==> config.mk <==
export PLATFORM = sky130hd
export DESIGN_NAME = polymem_arbiter
export DESIGN_NICKNAME = d
export VERILOG_FILES = /design/src/rtl/polymem_pkg.sv /design/src/rtl/polymem_arbiter_rr_arb2.sv /design/src/rtl/polymem_arbiter.sv
export SDC_FILE = /design/constraint.sdc
export NUM_CORES = 1
export LEC_CHECK = 0
export BUFFER_PORTS_ARGS = -buffer_cell sky130_fd_sc_hd__buf_2
export CORE_ASPECT_RATIO = 0.9
export CORE_UTILIZATION = 24
export CTS_BUF_LIST = sky130_fd_sc_hd__clkbuf_8
export DETAILED_ROUTE_END_ITERATION = 10
export GPL_TIMING_DRIVEN = 0
export SLEW_MARGIN = 20
export SYNTH_ARGS = -nofsm -noshare
export SYNTH_HDL_FRONTEND = slang
export SYNTH_SLANG_ARGS = --single-unit
==> constraint.sdc <==
create_clock -name clk_i -period 5 [get_ports clk_i]
set_clock_uncertainty 0.15 [all_clocks]
set_input_delay 1 -clock clk_i [delete_from_list [all_inputs] [get_ports clk_i]]
set_output_delay 1 -clock clk_i [all_outputs]
set_load 0.02 [all_outputs]
==> src/rtl/polymem_pkg.sv <==
// Shared constants and types for the polynomial coefficient memory arbiter.
package polymem_pkg;

    localparam int unsigned KYBER_N = 256;
    localparam int unsigned COEF_W  = 24;
    localparam int unsigned POLY_AW = 8;

    // Requester indices into the request/grant vectors
    localparam int unsigned REQ_NTT = 0;
    localparam int unsigned REQ_SMP = 1;

    typedef enum logic [1:0] {
        CLR_IDLE,
        CLR_RUN,
        CLR_DONE
    } clr_state_e;

endpackage

==> src/rtl/polymem_arbiter_rr_arb2.sv <==
// Two-way round-robin arbiter. win_o is the pre-hold winner (usable for
// address muxing); gnt_o is the actual grant. The pointer moves only on a
// real grant.
module rr_arb2 (
    input  logic       clk_i,
    input  logic       rst_ni,
    input  logic [1:0] req_i,
    input  logic       hold_i,
    output logic [1:0] win_o,
    output logic [1:0] gnt_o
);

    // 0: requester 0 wins a tie, 1: requester 1 wins a tie
    logic prio_q;

    // Pick the winner; only a tie consults the pointer
    always_comb begin
        win_o = req_i;
        if (req_i == 2'b11) begin
            win_o = prio_q ? 2'b10 : 2'b01;
        end
        gnt_o = hold_i ? 2'b00 : win_o;
    end

    // Favour the other requester after each real grant
    always_ff @(posedge clk_i or negedge rst_ni) begin
        if (!rst_ni) begin
            prio_q <= 1'b0;
        end else if (|gnt_o) begin
            prio_q <= gnt_o[0];
        end
    end

endmodule

==> src/rtl/polymem_arbiter.sv <==
// Arbitrates one simple-dual-port coefficient RAM between the NTT core and the
// sampler/packer, with a built-in zero-fill sequencer.
module polymem_arbiter
    import polymem_pkg::*;
#(
    parameter int unsigned AW = POLY_AW,
    parameter int unsigned DW = COEF_W
) (
    input  logic          clk_i,
    input  logic          rst_ni,
    input  logic [1:0]    wr_req_i,
    input  logic [AW-1:0] wr_addr0_i,
    input  logic [AW-1:0] wr_addr1_i,
    input  logic [DW-1:0] wr_data0_i,
    input  logic [DW-1:0] wr_data1_i,
    output logic [1:0]    wr_gnt_o,
    input  logic [1:0]    rd_req_i,
    input  logic [AW-1:0] rd_addr0_i,
    input  logic [AW-1:0] rd_addr1_i,
    output logic [1:0]    rd_gnt_o,
    output logic [1:0]    rd_valid_o,
    output logic [DW-1:0] rd_data_o,
    input  logic          clr_start_i,
    output logic          busy_o,
    output logic          clr_done_o,
    output logic          mem_cea_o,
    output logic [AW-1:0] mem_ada_o,
    output logic [DW-1:0] mem_din_o,
    output logic          mem_ceb_o,
    output logic [AW-1:0] mem_adb_o,
    input  logic [DW-1:0] mem_dout_i,
    output logic          mem_oce_o,
    output logic          mem_reseta_o,
    output logic          mem_resetb_o
);

    clr_state_e    state_q;
    logic [AW:0]   cnt_q;
    logic          busy_q;
    logic          clr_done_q;
    logic [1:0]    rd_valid_q;

    logic          clearing;
    logic          collision;
    logic [1:0]    wr_win;
    logic [1:0]    rd_win;
    logic [AW-1:0] wr_addr_sel;
    logic [DW-1:0] wr_data_sel;
    logic [AW-1:0] rd_addr_sel;

    assign clearing = (state_q == CLR_RUN);

    rr_arb2 u_wr_arb (
        .clk_i  (clk_i),
        .rst_ni (rst_ni),
        .req_i  (wr_req_i),
        .hold_i (clearing),
        .win_o  (wr_win),
        .gnt_o  (wr_gnt_o)
    );

    // Read is held off on a same-address write so it sees the new data next cycle
    rr_arb2 u_rd_arb (
        .clk_i  (clk_i),
        .rst_ni (rst_ni),
        .req_i  (rd_req_i),
        .hold_i (clearing | collision),
        .win_o  (rd_win),
        .gnt_o  (rd_gnt_o)
    );

    // Port muxing and collision detect
    always_comb begin
        wr_addr_sel = wr_win[REQ_SMP] ? wr_addr1_i : wr_addr0_i;
        wr_data_sel = wr_win[REQ_SMP] ? wr_data1_i : wr_data0_i;
        rd_addr_sel = rd_win[REQ_SMP] ? rd_addr1_i : rd_addr0_i;
        collision   = (|rd_win) && (|wr_gnt_o) && (rd_addr_sel == wr_addr_sel);

        mem_cea_o   = clearing | (|wr_gnt_o);
        mem_ada_o   = clearing ? cnt_q[AW-1:0] : wr_addr_sel;
        mem_din_o   = clearing ? '0 : wr_data_sel;
        mem_ceb_o   = |rd_gnt_o;
        mem_adb_o   = rd_addr_sel;
    end

    assign rd_data_o    = mem_dout_i;
    assign rd_valid_o   = rd_valid_q;
    assign busy_o       = busy_q;
    assign clr_done_o   = clr_done_q;
    assign mem_oce_o    = 1'b1;
    assign mem_reseta_o = 1'b0;
    assign mem_resetb_o = 1'b0;

    // Track the one-cycle RAM read latency
    always_ff @(posedge clk_i or negedge rst_ni) begin
        if (!rst_ni) begin
            rd_valid_q <= 2'b00;
        end else begin
            rd_valid_q <= rd_gnt_o;
        end
    end

    // Clear sequencer: walk every address once, then pulse done
    always_ff @(posedge clk_i or negedge rst_ni) begin
        if (!rst_ni) begin
            state_q    <= CLR_IDLE;
            cnt_q      <= '0;
            busy_q     <= 1'b0;
            clr_done_q <= 1'b0;
        end else begin
            case (state_q)
                CLR_IDLE: begin
                    clr_done_q <= 1'b0;
                    if (clr_start_i) begin
                        state_q <= CLR_RUN;
                        busy_q  <= 1'b1;
                    end
                end
                CLR_RUN: begin
                    if (&cnt_q[AW-1:0]) begin
                        cnt_q      <= '0;
                        state_q    <= CLR_DONE;
                        busy_q     <= 1'b0;
                        clr_done_q <= 1'b1;
                    end else begin
                        cnt_q <= cnt_q + {{AW{1'b0}}, 1'b1};
                    end
                end
                CLR_DONE: begin
                    clr_done_q <= 1'b0;
                    state_q    <= CLR_IDLE;
                end
                default: begin
                    state_q <= CLR_IDLE;
                end
            endcase
        end
    end

endmodule

==> impl_metrics.toml, run 1 <==
[yosys]
synth_seq_cells = 16
mappedNetlistArea_um2 = 1730
postSynthCellCount = 252
synth_edf_count = 0
seq_area_frac_synth = 0.232
synth_top_flop_cell = "dfrtp_1"
async_reset_ff_frac = 1.00
ys_types = 36
yosys_warnings = 0
syn_area_per_cell_um2 = 6.85

[worst_hold_path]
hold_path_end = "clr_done_o"
holdPathStages = 1
hold_path.class = "register to register"
min_from = "clr_done_o"

[worst_setup_path]
path_cells = "buf_2, nand2b_4, and2_4, buf_12, mux2i_2, xor2_1, nor4_2, a21o_1, nor2_1, buf_2"
cp_slowest_cell = "xor2_1"
cp.arrival_ps = 2830
path_buf_inv = 3
critPathTopFamily = "simple AND/OR/NAND/NOR gates"
reg2reg_from = "u_wr_arb.prio_q"
cp.required_ps = 3850
crit_fanout = 10
crit_path_max_incr_delay_ps = 330
setup.worst_path.end_class = "output pin"
reg2regPathDepth = 8
r2r_slack_ps = 2710
path_common_cell = "buf_2"
cp-start-kind = "input pin"
path_depth = 10
r2r_end = "u_rd_arb.prio_q"
critical_path_class = "input pin to output pin"

[cells_and_area]
register_area_um2 = 400
antenna_cells = 0
finalNonFillerCells = 505
postLayoutCellArea_um2 = 2690
multi_input_area_um2 = 1040
num-fill-cells = 717
nNetsFinal = 528
post-route-util = 0.398
drive_gt1_frac = 0.489
syn_to_final_growth_pct = 55.7

[clock_network]
clk_pin_slew_worst_paths_ps = 60
cts.path.max_buffers = 2
worst_skew_pair.late_latency_ps = 250
cts_made_buffers = 3
h-tree-depth = 1
hold_buffers = 0
cts_sinks = 16
root_buffer = "clkbuf_8"
ctsResizeCount = 0
postCtsSetupRepairBufs = 0
cts_tree = "yes"

[drt]
route.detailed.wl_per_inst_um = 12.1
ant_nets = 0
vias = 2224
drc_errors = 0
drt-total-wl_mm = 6.12
first_pass_iters = 4
drt_iter0_drc = 52
avgViaCountPerCell = 4.40

[timing]
hold_violations = 0
drv_slew = 0
slew_headroom = 0.658
hold_ws_ps = 332
fmax_mhz = 251
finalCritPeriodShare = 0.797
worst_slew_pin_slew_ps = 513
setup_viol = 0
grt_setup_unrepaired = "false"
setup_tns_ps = 0
period_needed_ps = 3980

[placement]
io_buffers = 158
dp.cells = 501
placedInstanceArea_um2 = 2630
place_congestion = 0.771
place.detailed.hpwl_mm = 5.16

[global_routing]
antenna_found_initial = 0
grt_pass1_vias = 1745
grt_pass1_wl_mm = 8.63
grt_max_degree = 17
track_usage = 0.146
overflow = 0

[die]
initial_core_util = 0.255
die_width_um = 91.4
core-area_um2 = 6760
rows = 28
dieArea_um2 = 7540
io_pins = 188
die_y_um = 82.5

[power]
powerDensity_nw_per_um2 = 232
ir_drop_mv = 0.112
p_leak_nw = 1.56

[status]
status = "finished clean"

[flow_run]
drv_cap = 0
Yosys cell counts, types with 2 or more instances:
library cell | instances | area share
nand3_1 | 5 | 0.014
a21o_1 | 2 | 0.0087
conb_1 | 2 | 0.0043
nand4_1 | 5 | 0.018
buf_4 | 27 | 0.12
dfrtp_1 | 16 | 0.23
and3_1 | 5 | 0.018
o21ai_0 | 5 | 0.014
o211ai_1 | 3 | 0.013
a21boi_0 | 3 | 0.013
mux2_2 | 3 | 0.020
nand2b_1 | 2 | 0.0072
xnor2_1 | 6 | 0.030
nand2_1 | 65 | 0.14
o21ai_1 | 3 | 0.0087
mux2i_2 | 2 | 0.016
nor3_1 | 4 | 0.012
a21oi_1 | 31 | 0.090
mux2i_1 | 6 | 0.035
clkbuf_1 | 9 | 0.020
a211o_1 | 3 | 0.015
buf_2 | 2 | 0.0058
xor2_1 | 4 | 0.020
inv_1 | 5 | 0.011
nor2b_1 | 2 | 0.0072
nor2_1 | 22 | 0.048
per-layer routing:
metal  track usage  wire, um  vias up
met3        0.0238       415        2
met2         0.227      2820      104
li1              -         -     1140
met5             0         0        -
met4        0.0286        34        0
met1         0.212      2850      978
worst max path at each step:
stage,endpoint,slack [ps],startpoint
final,rd_gnt_o[0],1020,wr_req_i[0]
after global routing,rd_gnt_o[0],890,wr_req_i[0]
after CTS,rd_gnt_o[0],1010,wr_req_i[0]
after detailed placement,rd_gnt_o[0],1010,wr_req_i[0]
after global placement,rd_gnt_o[0],1040,wr_req_i[0]
after floorplan,rd_gnt_o[0],1410,wr_req_i[1]
registers in the layout, summed over array words and instances, names as in the netlist:
register,count
busy_o,1
clr_done_o,1
cnt_q,8
rd_valid_o,2
state_q,2
u_rd_arb.prio_q,1
u_wr_arb.prio_q,1
area by class of cell:
cell class | instances | share of cell area
multi-input combinational | 192 | 0.387
timing repair buffer | 158 | 0.294
sequential | 16 | 0.149
buffer | 39 | 0.0991
tap | 90 | 0.0419
clock buffer | 4 | 0.0205
inverter | 6 | 0.00838
kinds of logic after synthesis:
family,share of synthesized area
compound gates,0.172
xor+xnor,0.0507
fa+ha+maj,0.00725
buf+inv,0.167
flops,0.232
mux,0.0703
other cells,0.00435
simple gates,0.296
per-stage QoR:
stage | setup WS, ps | total power [W]
floorplan | 1410 | 0.000402
global placement | 1040 | 0.000512
detailed placement | 1010 | 0.000516
CTS | 1010 | 0.000631
global route | 888 | 0.000672
finish | 1020 | 0.000625
placed cells by master, fill, tap and decap left out, types with 6 or more instances in the layout:
master / synthesis / final
buf_2: 2 / 160
nand2_1: 65 / 65
a21oi_1: 31 / 31
buf_4: 27 / 27
nor2_1: 22 / 22
dfrtp_1: 16 / 16
clkbuf_1: 9 / 9
mux2i_1: 6 / 6
xnor2_1: 6 / 6
power by group:
group | internal [W] | leakage [nW] | total, W | switching, W
clock | 0.0000698 | 0.0288 | 0.000114 | 0.0000443
combinational | 0.000137 | 1.33 | 0.000315 | 0.000178
sequential | 0.000159 | 0.196 | 0.000196 | 0.0000365
total | 0.000366 | 1.56 | 0.000625 | 0.000258
Power figures use the tool's default switching activity.
==> run 2, diff against run 1 <==
==> constraint.sdc (replaced) <==
create_clock -name clk_i -period 3.4 [get_ports clk_i]
set_clock_uncertainty 0.15 [all_clocks]
set_input_delay 0.68 -clock clk_i [delete_from_list [all_inputs] [get_ports clk_i]]
set_output_delay 0.68 -clock clk_i [all_outputs]
set_load 0.02 [all_outputs]
==> run 2 against run 1 <==
- hold slack lost 140 ps
- core utilization grew 0.37 points
- combinational power grew 49%
- register-to-register slack lost 1500 ps
- sequential share of layout area shrank 0.14 points
- cell area grew 0.93%
- global-route usage is the same
- die area is the same
- first-iteration DRC count grew 27%
- count of clock-buffer cells in the layout is the same
- clock power grew 47%
- largest cell class is now multi-input gates
==> impl_metrics.toml, run 2 (synthesis results as in run 1) <==
[worst_hold_path]
hold_path.class = "input pin to asynchronous set/reset pin"

[timing]
setup_viol = 0
grt_setup_unrepaired = "false"
fmax_mhz = 308
drv_slew = 0
worst_slew_pin_slew_ps = 514
slew_headroom = 0.657
setup_tns_ps = 0
finalCritPeriodShare = 0.956
hold_violations = 0
period_needed_ps = 3250

[worst_setup_path]
setup.worst_path.end_class = "output pin"
r2r_end = "u_rd_arb.prio_q"
r2r_slack_ps = 1180
crit_end = "rd_gnt_o[0]"
cp-start-kind = "input pin"
cp.arrival_ps = 2420
critical_path_class = "input pin to output pin"
reg2regPathDepth = 7
crit_fanout = 10
startpoint = "wr_req_i[0]"
reg2reg_from = "u_rd_arb.prio_q"
cp.required_ps = 2570

[cells_and_area]
final_common_cell = "buf_2"
regMostFlops = "cnt_q"
antenna_cells = 0
layout_common_cells = "160 x buf_2, 65 x nand2_1, 31 x a21oi_1"
syn_to_final_growth_pct = 57.2
nNetsFinal = 528
largest_register_ffs = 8
drive_gt1_frac = 0.494

[global_routing]
antenna_found_initial = 0
overflow = 0
grt_max_degree = 17
grt_pass1_vias = 1745
grt_pass1_wl_mm = 8.63
track_usage = 0.146

[drt]
drt_iter0_drc = 66
ant_nets = 0
vias = 2224
avgViaCountPerCell = 4.40
first_pass_iters = 4
route.detailed.wl_per_inst_um = 12.1
drc_errors = 0
drt-total-wl_mm = 6.11

[clock_network]
h-tree-depth = 1
cts_tree = "yes"
hold_buffers = 0
postCtsSetupRepairBufs = 0
clk_pin_slew_worst_paths_ps = 60
cts_sinks = 16
ctsResizeCount = 0
worst_skew_pair.late_latency_ps = 250
cts.path.max_buffers = 2
root_buffer = "clkbuf_8"
cts_made_buffers = 3

[power]
p_leak_nw = 1.56
power_w = 0.000923
ir_drop_mv = 0.165
powerDensity_nw_per_um2 = 340

[flow_run]
drv_cap = 0

[die]
core-area_um2 = 6760
io_pins = 188
die_y_um = 82.5
dieArea_um2 = 7540
rows = 28
initial_core_util = 0.255
die_width_um = 91.4

[placement]
place.detailed.hpwl_mm = 5.16
place_congestion = 0.771
io_buffers = 158

[status]
status = "finished clean"
[run 2: cell type report]
cell class | count | area (um^2)
plain buffers | 39 | 267
clock buffers | 4 | 55.1
repair buffers | 158 | 791
well taps | 90 | 113
inverters | 6 | 22.5
fillers | 711 | 4050
flip-flops and latches | 16 | 400
multi-input cells | 192 | 1070
[run 2: worst min-delay path by stage]
stage                 endpoint  slack [ps]  depth (start not counted)
floorplan               busy_o         230                          0
global placement    state_q[0]         310                          1
detailed placement  clr_done_o         320                          1
CTS                   cnt_q[5]         200                          1
global route          cnt_q[5]         210                          1
finish                cnt_q[5]         190                          1
[run 2: worst max-delay path: stages]
cell and delay, ps:
buf_2 130, nand2b_4 110, and2_4 180, buf_12 130, mux2i_4 280, xor2_2 130, nor4_2 310, a21o_1 230
nor2_1 80, buf_2 160
[run 2: through the flow]
step           cell area, um^2   util  setup WS [ps]  std cells  hold slack (ps)
6_report                  2710  0.401            149        505              187
5_1_grt                   2710  0.401           15.2        505              211
4_1_cts                   2690  0.398           51.0        505              200
3_5_place_dp              2630  0.390           54.4        501              317
3_3_place_gp              2630  0.390           78.7        501              308
2_1_floorplan             1730      -            448        253              234
[run 2: power breakdown]
| group | internal [W] | switching (W) |
|---|---|---|
| logic | 0.000205 | 0.000263 |
| registers | 0.000234 | 0.0000537 |
| clock network | 0.000103 | 0.0000649 |
| total | 0.000542 | 0.000382 |
[run 2: per-layer routing]
layer	share of wire	global-route usage	wire, um
met1	0.46	0.212	2800
met2	0.46	0.227	2830
met3	0.072	0.0238	442
met4	0.0056	0.0286	34
met5	0	0	0
==> run 3, diff against run 2 <==
--- a/config.mk
+++ b/config.mk
@@ -11,6 +11,7 @@
 export CTS_BUF_LIST = sky130_fd_sc_hd__clkbuf_8
 export DETAILED_ROUTE_END_ITERATION = 10
 export GPL_TIMING_DRIVEN = 0
+export RECOVER_POWER = 100
 export SLEW_MARGIN = 20
 export SYNTH_ARGS = -nofsm -noshare
 export SYNTH_HDL_FRONTEND = slang
==> run 3 against run 2 <==
- critical path depth unchanged
- non-clock buffer count unchanged
- setup slack worse by 3.0 ps
==> impl_metrics.toml, run 3 (synthesis results as in run 1) <==
[clock_network]
worst_skew_pair.late_latency_ps = 250
cts_sinks = 16
clk_pin_slew_worst_paths_ps = 60
cts_made_buffers = 3
cts.path.max_buffers = 2
root_buffer = "clkbuf_8"
h-tree-depth = 1
cts_tree = "yes"

[drt]
drt-total-wl_mm = 6.13
first_pass_iters = 4
ant_nets = 0
drc_errors = 0
drt_iter0_drc = 51
vias = 2227
avgViaCountPerCell = 4.41
route.detailed.wl_per_inst_um = 12.1

[global_routing]
grt_max_degree = 17
grt_pass1_vias = 1745
grt_pass1_wl_mm = 8.63
overflow = 0
track_usage = 0.146
antenna_found_initial = 0

[power]
powerDensity_nw_per_um2 = 345
ir_drop_mv = 0.165
p_leak_nw = 1.33

[worst_setup_path]
crit_fanout = 10
cp.arrival_ps = 2420
startpoint = "wr_req_i[0]"
r2r_slack_ps = 1180
crit_path_max_incr_delay_ps = 320
cp.required_ps = 2570
cp-start-kind = "input pin"
reg2reg_from = "u_rd_arb.prio_q"
critical_path_class = "input pin to output pin"
path_cells = "clkbuf_2, nand2b_4, and2_4, buf_12, mux2i_4, xor2_2, nor4_2, a21o_1, nor2_1, buf_2"
setup.worst_path.end_class = "output pin"
path_buf_inv = 3
cp_slowest_cell = "nor4_2"
critPathTopFamily = "simple AND/OR/NAND/NOR gates"

[timing]
hold_violations = 0
drv_slew = 0
setup_tns_ps = 0
period_needed_ps = 3250
fmax_mhz = 307
grt_setup_unrepaired = "false"
worst_slew_pin_slew_ps = 880
setup_viol = 0
slew_headroom = 0.413
finalCritPeriodShare = 0.957

[cells_and_area]
nNetsFinal = 528
register_area_um2 = 400
syn_to_final_growth_pct = 52.2
postLayoutCellArea_um2 = 2630
finalNonFillerCells = 505
largest_register_ffs = 8
final_common_cell = "buf_2"
antenna_cells = 0
regMostFlops = "cnt_q"
layout_common_cells = "93 x buf_2, 74 x clkbuf_1, 65 x nand2_1"
drive_gt1_frac = 0.328
multi_input_area_um2 = 1060
num-fill-cells = 744

[die]
rows = 28
dieArea_um2 = 7540
die_width_um = 91.4
io_pins = 188
initial_core_util = 0.255
die_y_um = 82.5
core-area_um2 = 6760

[placement]
io_buffers = 158
placedInstanceArea_um2 = 2630
place.detailed.hpwl_mm = 5.16
place_congestion = 0.771
dp.cells = 501

[worst_hold_path]
hold_path.class = "register to register"
min_from = "state_q[1]"

[status]
status = "finished clean"

[flow_run]
drv_cap = 0
run 3: cell count changes in the layout (fill, tap and decap cells not counted), moves of 2 or more:
cell,change
mux2_2,-2
mux2_1,+2
clkbuf_2,+2
o21ai_0,+3
o21ai_1,-3
buf_2,-67
clkbuf_1,+65
run 3: final cells by class:
class	count	share of cell area
well taps	90	0.0428
clock buffers	4	0.0209
flip-flops and latches	16	0.152
multi-input cells	192	0.404
inverters	6	0.00857
repair buffers	158	0.270
plain buffers	39	0.101
run 3: layer usage:
metal	global-route usage	routed length [um]	up-vias
met3	0.0238	421	2
met4	0.0286	34	0
met2	0.227	2800	106
met1	0.212	2870	980
met5	0	0	-
li1	-	-	1139
run 3: timing repair:
item / in CTS / in global routing
hold buffers: 0 / 0
endpoints found under the setup margin: 0 / 3
buffers inserted: 0 / 0
resized for setup: 0 / 4
run 3: power breakdown:
part / total [W] / switching [W] / internal, W
combinational: 0.000452 / 0.000265 / 0.000187
sequential: 0.000289 / 0.0000547 / 0.000234
clock: 0.000167 / 0.0000646 / 0.000103
total: 0.000908 / 0.000384 / 0.000524
run 3: path summary, 6_finish.rpt:
check | to | depth (start not counted)
max reg2reg | u_rd_arb.prio_q | 7
min reg2reg | state_q[0] | 1
max in group asynchronous | cnt_q[6] | 1
min | state_q[0] | 1
min in group asynchronous | cnt_q[5] | 1
max | rd_gnt_o[0] | 10
run 3: metrics by stage:
stage | setup WS (ps) | util | hold slack (ps) | power [W]
after floorplan | 448 | - | 234 | 0.000591
after global placement | 78.7 | 0.390 | 308 | 0.000753
after detailed placement | 54.4 | 0.390 | 317 | 0.000758
after CTS | 51.0 | 0.398 | 200 | 0.000928
after global routing | 11.4 | 0.389 | 361 | 0.000977
final | 146 | 0.389 | 334 | 0.000908
